===== src/rtl/stream_downsize.sv =====
// Wide-to-narrow stream converter: one beat of T_DATA_RATIO words in, the kept
// words out one per cycle with full backpressure and zero-bubble beat handoff.
module stream_downsize #(
  parameter int T_DATA_WIDTH  = 32,
  parameter int T_DATA_RATIO  = 3,
  parameter int T_WIDTH_RATIO = $clog2(T_DATA_RATIO)
) (
  input  logic                      clk,
  input  logic                      rst_n,
  input  logic [T_DATA_WIDTH-1:0]   s_data_i [T_DATA_RATIO],
  input  logic [T_WIDTH_RATIO:0]    s_keep_i,
  input  logic                      s_last_i,
  input  logic                      s_valid_i,
  output logic                      s_ready_o,
  output logic [T_DATA_WIDTH-1:0]   m_data_o,
  output logic                      m_last_o,
  output logic                      m_valid_o,
  input  logic                      m_ready_i,
  output logic                      err_o
);

  localparam int KW = T_WIDTH_RATIO + 1;
  localparam int IW = T_WIDTH_RATIO;

  localparam logic [0:0] IDLE = 1'b0;
  localparam logic [0:0] SEND = 1'b1;

  function automatic logic [KW-1:0] clamp_keep(input logic [KW-1:0] k);
    return (k > KW'(T_DATA_RATIO)) ? KW'(T_DATA_RATIO) : k;
  endfunction

  logic [0:0]              state;
  logic [T_DATA_WIDTH-1:0] buf_p0 [T_DATA_RATIO];
  logic [KW-1:0]           cnt_p0;
  logic [IW-1:0]           idx_p0;
  logic                    last_p0;
  logic [T_DATA_WIDTH-1:0] data_p0;
  logic                    err_p0;

  logic          vld_p0;
  logic          at_last;
  logic          accept;
  logic          keep_zero;
  logic          keep_over;
  logic [KW-1:0] keep_eff;
  logic [IW-1:0] idx_nxt;

  assign vld_p0    = (state == SEND);
  assign at_last   = ({1'b0, idx_p0} == (cnt_p0 - KW'(1)));
  assign idx_nxt   = idx_p0 + IW'(1);
  assign s_ready_o = (state == IDLE) || (vld_p0 && m_ready_i && at_last);
  assign accept    = s_valid_i && s_ready_o;
  assign keep_zero = (s_keep_i == '0);
  assign keep_over = (s_keep_i > KW'(T_DATA_RATIO));
  assign keep_eff  = clamp_keep(s_keep_i);

  // Capture stage: words are held without reset; the control state decides validity.
  always_ff @(posedge clk) begin
    if (accept && !keep_zero) begin
      buf_p0 <= s_data_i;
    end
  end

  always_ff @(posedge clk or negedge rst_n) begin
    if (!rst_n) begin
      state   <= IDLE;
      cnt_p0  <= '0;
      idx_p0  <= '0;
      last_p0 <= 1'b0;
      data_p0 <= '0;
      err_p0  <= 1'b0;
    end else if (accept) begin
      // A zero-keep beat is dropped, even when it arrives on a final-word handoff.
      if (keep_zero) begin
        state  <= IDLE;
        err_p0 <= 1'b1;
      end else begin
        state   <= SEND;
        cnt_p0  <= keep_eff;
        idx_p0  <= '0;
        last_p0 <= s_last_i;
        data_p0 <= s_data_i[0];
        if (keep_over) begin
          err_p0 <= 1'b1;
        end
      end
    end else if (vld_p0 && m_ready_i) begin
      if (at_last) begin
        state <= IDLE;
      end else begin
        idx_p0  <= idx_nxt;
        data_p0 <= buf_p0[idx_nxt];
      end
    end
  end

  // Output stage: everything driven from registers, no path from s_* to m_*.
  assign m_valid_o = vld_p0;
  assign m_data_o  = data_p0;
  assign m_last_o  = vld_p0 && last_p0 && at_last;
  assign err_o     = err_p0;

endmodule


===== config.mk =====
export PLATFORM = sky130hd
export DESIGN_NAME = stream_downsize
export DESIGN_NICKNAME = d
export VERILOG_FILES = /design/src/rtl/stream_downsize.sv
export SDC_FILE = /design/constraint.sdc
export NUM_CORES = 1
export LEC_CHECK = 0
export CORE_AREA = 10 10 153 127
export DETAILED_ROUTE_END_ITERATION = 7
export DIE_AREA = 0 0 163 137
export GPL_TIMING_DRIVEN = 0
export PLACE_DENSITY = 0.66
export SLEW_MARGIN = 20
export SYNTH_ARGS = -nofsm -noshare
export SYNTH_HDL_FRONTEND = slang
export SYNTH_SLANG_ARGS = --single-unit

===== constraint.sdc =====
create_clock -name clk -period 10.5 [get_ports clk]
set_clock_uncertainty 0.1 [all_clocks]
set_input_delay 1.05 -clock clk [delete_from_list [all_inputs] [get_ports clk]]
set_output_delay 1.05 -clock clk [all_outputs]
set_load 0.02 [all_outputs]

-- Word level (Yosys, flattened, before mapping)
Index checks and enable logic that the tools add are counted.
- flip-flop bits (word level): 136
- bits in latches: 0
- bits in writable memories: 0
- ROM bits: 0
- input bits: 104
- output and inout port bits: 36
- word-level logic and storage cells: 53
- memories: 0
- $add $sub $neg: 2
- multipliers: 0
- divide/modulo/power cells: 0
- magnitude comparators: 2
- equal/unequal tests: 3
- shift operators: 0
- mux-type cells: 18
- bitwise logic cells: 3
- reduce and logical (&&, ||, !) cells: 16
- operators with widths (operator ; count):
    two-way mux 32 bit ; 6
    binary-select mux 32 bit (select 2 bit) ; 1
    two-way mux 2 bit ; 4
    logical AND 1 bit ; 6
    two-way mux 1 bit ; 6
    AND reduction 2 bit ; 3
    nonzero test 2 bit ; 3
    equality test 2 x 3 -> 1 bit ; 1
    greater-or-equal comparator 3 bit, second input constant ; 1
    greater-than comparator 3 x 2 -> 1 bit, second input constant ; 1
    zero test 3 bit ; 1
    two-way mux 3 bit ; 1
    inverter 2 -> 3 bit ; 1
    AND reduction 3 bit ; 1
    subtractor 3 x 1 -> 3 bit, second input constant ; 1
    adder 2 x 1 -> 2 bit, second input constant ; 1
    != test 2 x 1 -> 1 bit, second input constant ; 1
    != test 2 bit, second input constant ; 1
    inverter 1 bit ; 2
    zero test 1 bit ; 1
    logical OR 1 bit ; 1

-- Logic depth before layout (Yosys ltp)
- depth after elaboration: 8
- depth in mapped cells: 7
- mapped depth without buffers: 6

-- Worst setup path after synthesis
OpenSTA, ideal clock, no wires.
- kind: in2reg
- start: input m_ready_i
- end: register last_p0
- library setup time: 90 ps
- arrival: 6439 ps
- data required time: 10310 ps
- path slack: 3871 ps
- stages on the path: 3
- buffers on the path: 0
- path through: nand4_1 > a21oi_1 > mux2_1
- cells in the longest elaborated chain, start to end: 5
- ends and longest elaborated chain (what ; RTL line ; text):
    start: declaration ; 18 ; input logic m_ready_i,
    logical AND 1 bit (2 in series) ; 51 ; assign s_ready_o = (state == IDLE) || (vld_p0 && m_ready_i && at_last);
    logical OR 1 bit ; 51 ;
    logical AND 1 bit ; 52 ; assign accept = s_valid_i && s_ready_o;
    AND reduction 2 bit (no line) ; -- ;
    end signal: assignment ; 81 ; last_p0 <= s_last_i;
    end: declaration ; 36 ; logic last_p0;
Every way passes these cells.
A chain may end at the register's enable or synchronous reset.

-- Final worst setup path
- start: input m_ready_i
- end: output s_ready_o
- cells in the longest elaborated chain, start to end: 3
- ends and longest elaborated chain (what ; RTL line ; text):
    logical AND 1 bit (2 in series) ; 51 ;
    logical OR 1 bit ; 51 ;
    end: declaration ; 14 ; output logic s_ready_o,
Every way passes these cells.

==> impl_results.md <==
- Share of post-route cells with drive strength above 1: 0.0926
- Critical Path Fanout Max: 3
- Antenna Cells: 0
- CP arrival: 2.51 ns
- Status: finished, final reports clean
- WS Path Type: input pin to primary output
- Synth Net Count: 459
- Slowest stage delay, CP: 0.62 ns
- Area grow syn2layout: 42.0%
- CTS tree: built
- CTS resizes: 0
- WL/cell: 19.2 um
- Syn_area_per_cell: 15.9 um^2
- Number of synthesized flops with an enable pin: 96
- Relative slew slack: 0.506
- Final wirelength: 14400 um
- Post-Synth Adder-Cell Area: 0.00223
- Ratio of final minimum period to clock period: 0.348
- Synth Area in Simple Gates: 0.0125
- IO buf count: 139
- Most common cell after layout, fill and taps aside: clkdlybuf4s50_1
- DR pass1 iterations: 4
- Clock Latency Late Sink: 0.41 ns
- Antenna-violating nets left: 0
- Power Internal: 0.00156 W
- Gr ovfl total: 0
- Htree depth: 4
- CP endpoint kind: primary output
- Setup violations, final: 0
- Synth Area in Compound Gates: 0.0692
- Crit path launch type: input pin
- Largest family of logic cells by synthesized area: multiplexers
- CP Cell Sequence: clkdlybuf4s50_1 > nand4_1 > nand2_1 > clkdlybuf4s50_1
- Synth Instances: 354
- Gate power share: 0.396
- Period minus WS final: 3.66 ns
- Final count of pins violating max slew: 0
- Vias per cell: 4.66
- Core footprint: 16300 um^2
- Inserted Clock Buffers: 17
- Die ar.: 22300 um^2
- Die H: 137 um
- Detailed Place HPWL: 10100 um
- Initial Utilization: 0.345
- Syn Std Cell Area: 5620 um^2
- Ys Warns: 0
- Post-CTS Setup Inserts: 0
- DRC viols: 0
- Psw: 0.000784 W
- Flops & latches, synth: 136
- Seq pwr share: 0.356
- Switching fraction of total power: 0.335
- Most used DFF post-synth: edfxtp_1
- Final GP Congestion: 0.746
- Multiplexer share of the synthesized area: 0.175
- Leak pwr: 3.22 nW
- Clock Power Share: 0.248
- Clk slew on worst S/H paths: 0.05 ns
- Largest net degree at the start of global routing: 41
- Hold buffers post-CTS: 0
- Post-synth cell types: 29
- Slew @ Worst Pin: 0.739 ns
- Register area share after synthesis: 0.691
- Root Driver: clkbuf_16
- Most frequent cells in the layout: clkdlybuf4s50_1, mux2i_1, edfxtp_1
- Vias in the first global route: 3868
- CTS Sinks: 136
- Max Buffers Root-to-Sink: 2
- Hold Path Class: register to register
- Overall Power: 0.00234 W
- Max Cap Viol: 0
- Overall global routing resource usage: 0.131
- RSZ-0062 raised after global routing: no
- Die W: 163 um
- Crit path required time: 9.35 ns
- Asr flop ratio synth: 0.294
- Number of antenna violations at the first check in global routing: 0
- CP max-delay cell: clkdlybuf4s50_1
- Power density cells: 293 nW/um^2
- Post-Synth XOR/XNOR Area: 0.00601
- I/O pin cnt: 140
- Nets: 621
- VDD IR-drop max: 0.141 mV
- Final hold viol count: 0
- Max frequency: 274 MHz
- Final sum of negative setup slack: 0 ns
- CP most frequent cell: clkdlybuf4s50_1
- Global-route wire length before repair: 22200 um
- DRT iter0 DRCs: 158
- Vias: 3491
- Num rows: 42
-- cells in the mapped netlist, types with 3 or more instances --
| master | count | area share |
|---|---|---|
| buf_2 | 6 | 0.0053 |
| buf_6 | 3 | 0.0060 |
| clkbuf_1 | 6 | 0.0040 |
| dfrtp_1 | 40 | 0.18 |
| edfxtp_1 | 96 | 0.51 |
| inv_1 | 39 | 0.026 |
| mux2i_1 | 97 | 0.17 |
| nand2_1 | 4 | 0.0027 |
| nor2_1 | 5 | 0.0033 |
| o21ai_1 | 4 | 0.0036 |
| o2bb2ai_1 | 33 | 0.051 |
-- registers in the layout, indices dropped and copies added (netlist names) --
register	cells
cnt_p0	3
err_o	1
m_data_o	32
buf_p0	96
m_valid_o	1
last_p0	1
idx_p0	2
-- worst max-delay path: cells and delay by family --
kind | cells | cell delay (ns)
buffers and inverters | 2 | 1.14
AND/OR/NAND/NOR | 2 | 0.31
-- area by class of cell --
cell class / instances / area, um^2
Fill cell: 1399 / 8310
Sequential cell: 136 / 3880
Multi-Input combinational cell: 162 / 1500
Timing Repair Buffer: 143 / 1500
Clock buffer: 23 / 478
Tap cell: 220 / 275
Inverter: 39 / 146
Buffer: 17 / 101
Clock inverter: 9 / 97.6
-- metal layers --
layer | track usage | vias up | routed length (um)
met5 | 0 | - | 0
met2 | 0.213 | 85 | 7060
met1 | 0.161 | 1754 | 6410
met3 | 0.0522 | 10 | 832
met4 | 0.0280 | 0 | 77
li1 | - | 1642 | -
-- power by group through the flow --
stage / Sequential [W] / Clock, W / Combinational [W]
3_3_place_gp: 0.000867 / 0 / 0.000892
5_1_grt: 0.000852 / 0.000621 / 0.00101
3_5_place_dp: 0.000845 / 0 / 0.000944
6_report: 0.000834 / 0.000580 / 0.000928
2_1_floorplan: 0.000925 / 0 / 0.000495
4_1_cts: 0.000837 / 0.000592 / 0.000950
-- through the flow --
step                      hold WS, ns  cells  setup WS, ns  instance area, um^2   util
after floorplan                 0.359    354          3.87                 5620      -
after global placement          0.368    713         0.921                 7290  0.447
after detailed placement        0.361    717          6.84                 7400  0.455
after CTS                       0.383    749          6.83                 7980  0.490
after global routing            0.429    749          6.77                 7980  0.490
final                           0.374    749          6.84                 7980  0.490
-- kinds of logic (layout without fill, tap and decap cells) --
family          after synthesis  count (layout)
flops                       136             136
mux                          98              98
buf+inv                      56             231
compound gates               45              45
simple gates                 15              15
xor+xnor                      3               3
fa+ha+maj                     1               1
-- path summary, 6_finish.rpt --
path,start,slack (ns),endpoint,cells after the start
hold reg to reg,err_o,0.37,err_o,1
max in group asynchronous,rst_n,9.31,m_data_o[20],1
setup / recovery,m_ready_i,6.84,s_ready_o,4
hold / removal,err_o,0.37,err_o,1
setup reg to reg,cnt_p0[0],7.79,buf_p0[52],7
min in group asynchronous,rst_n,0.57,m_data_o[2],1
Power figures use the tool's default switching activity.
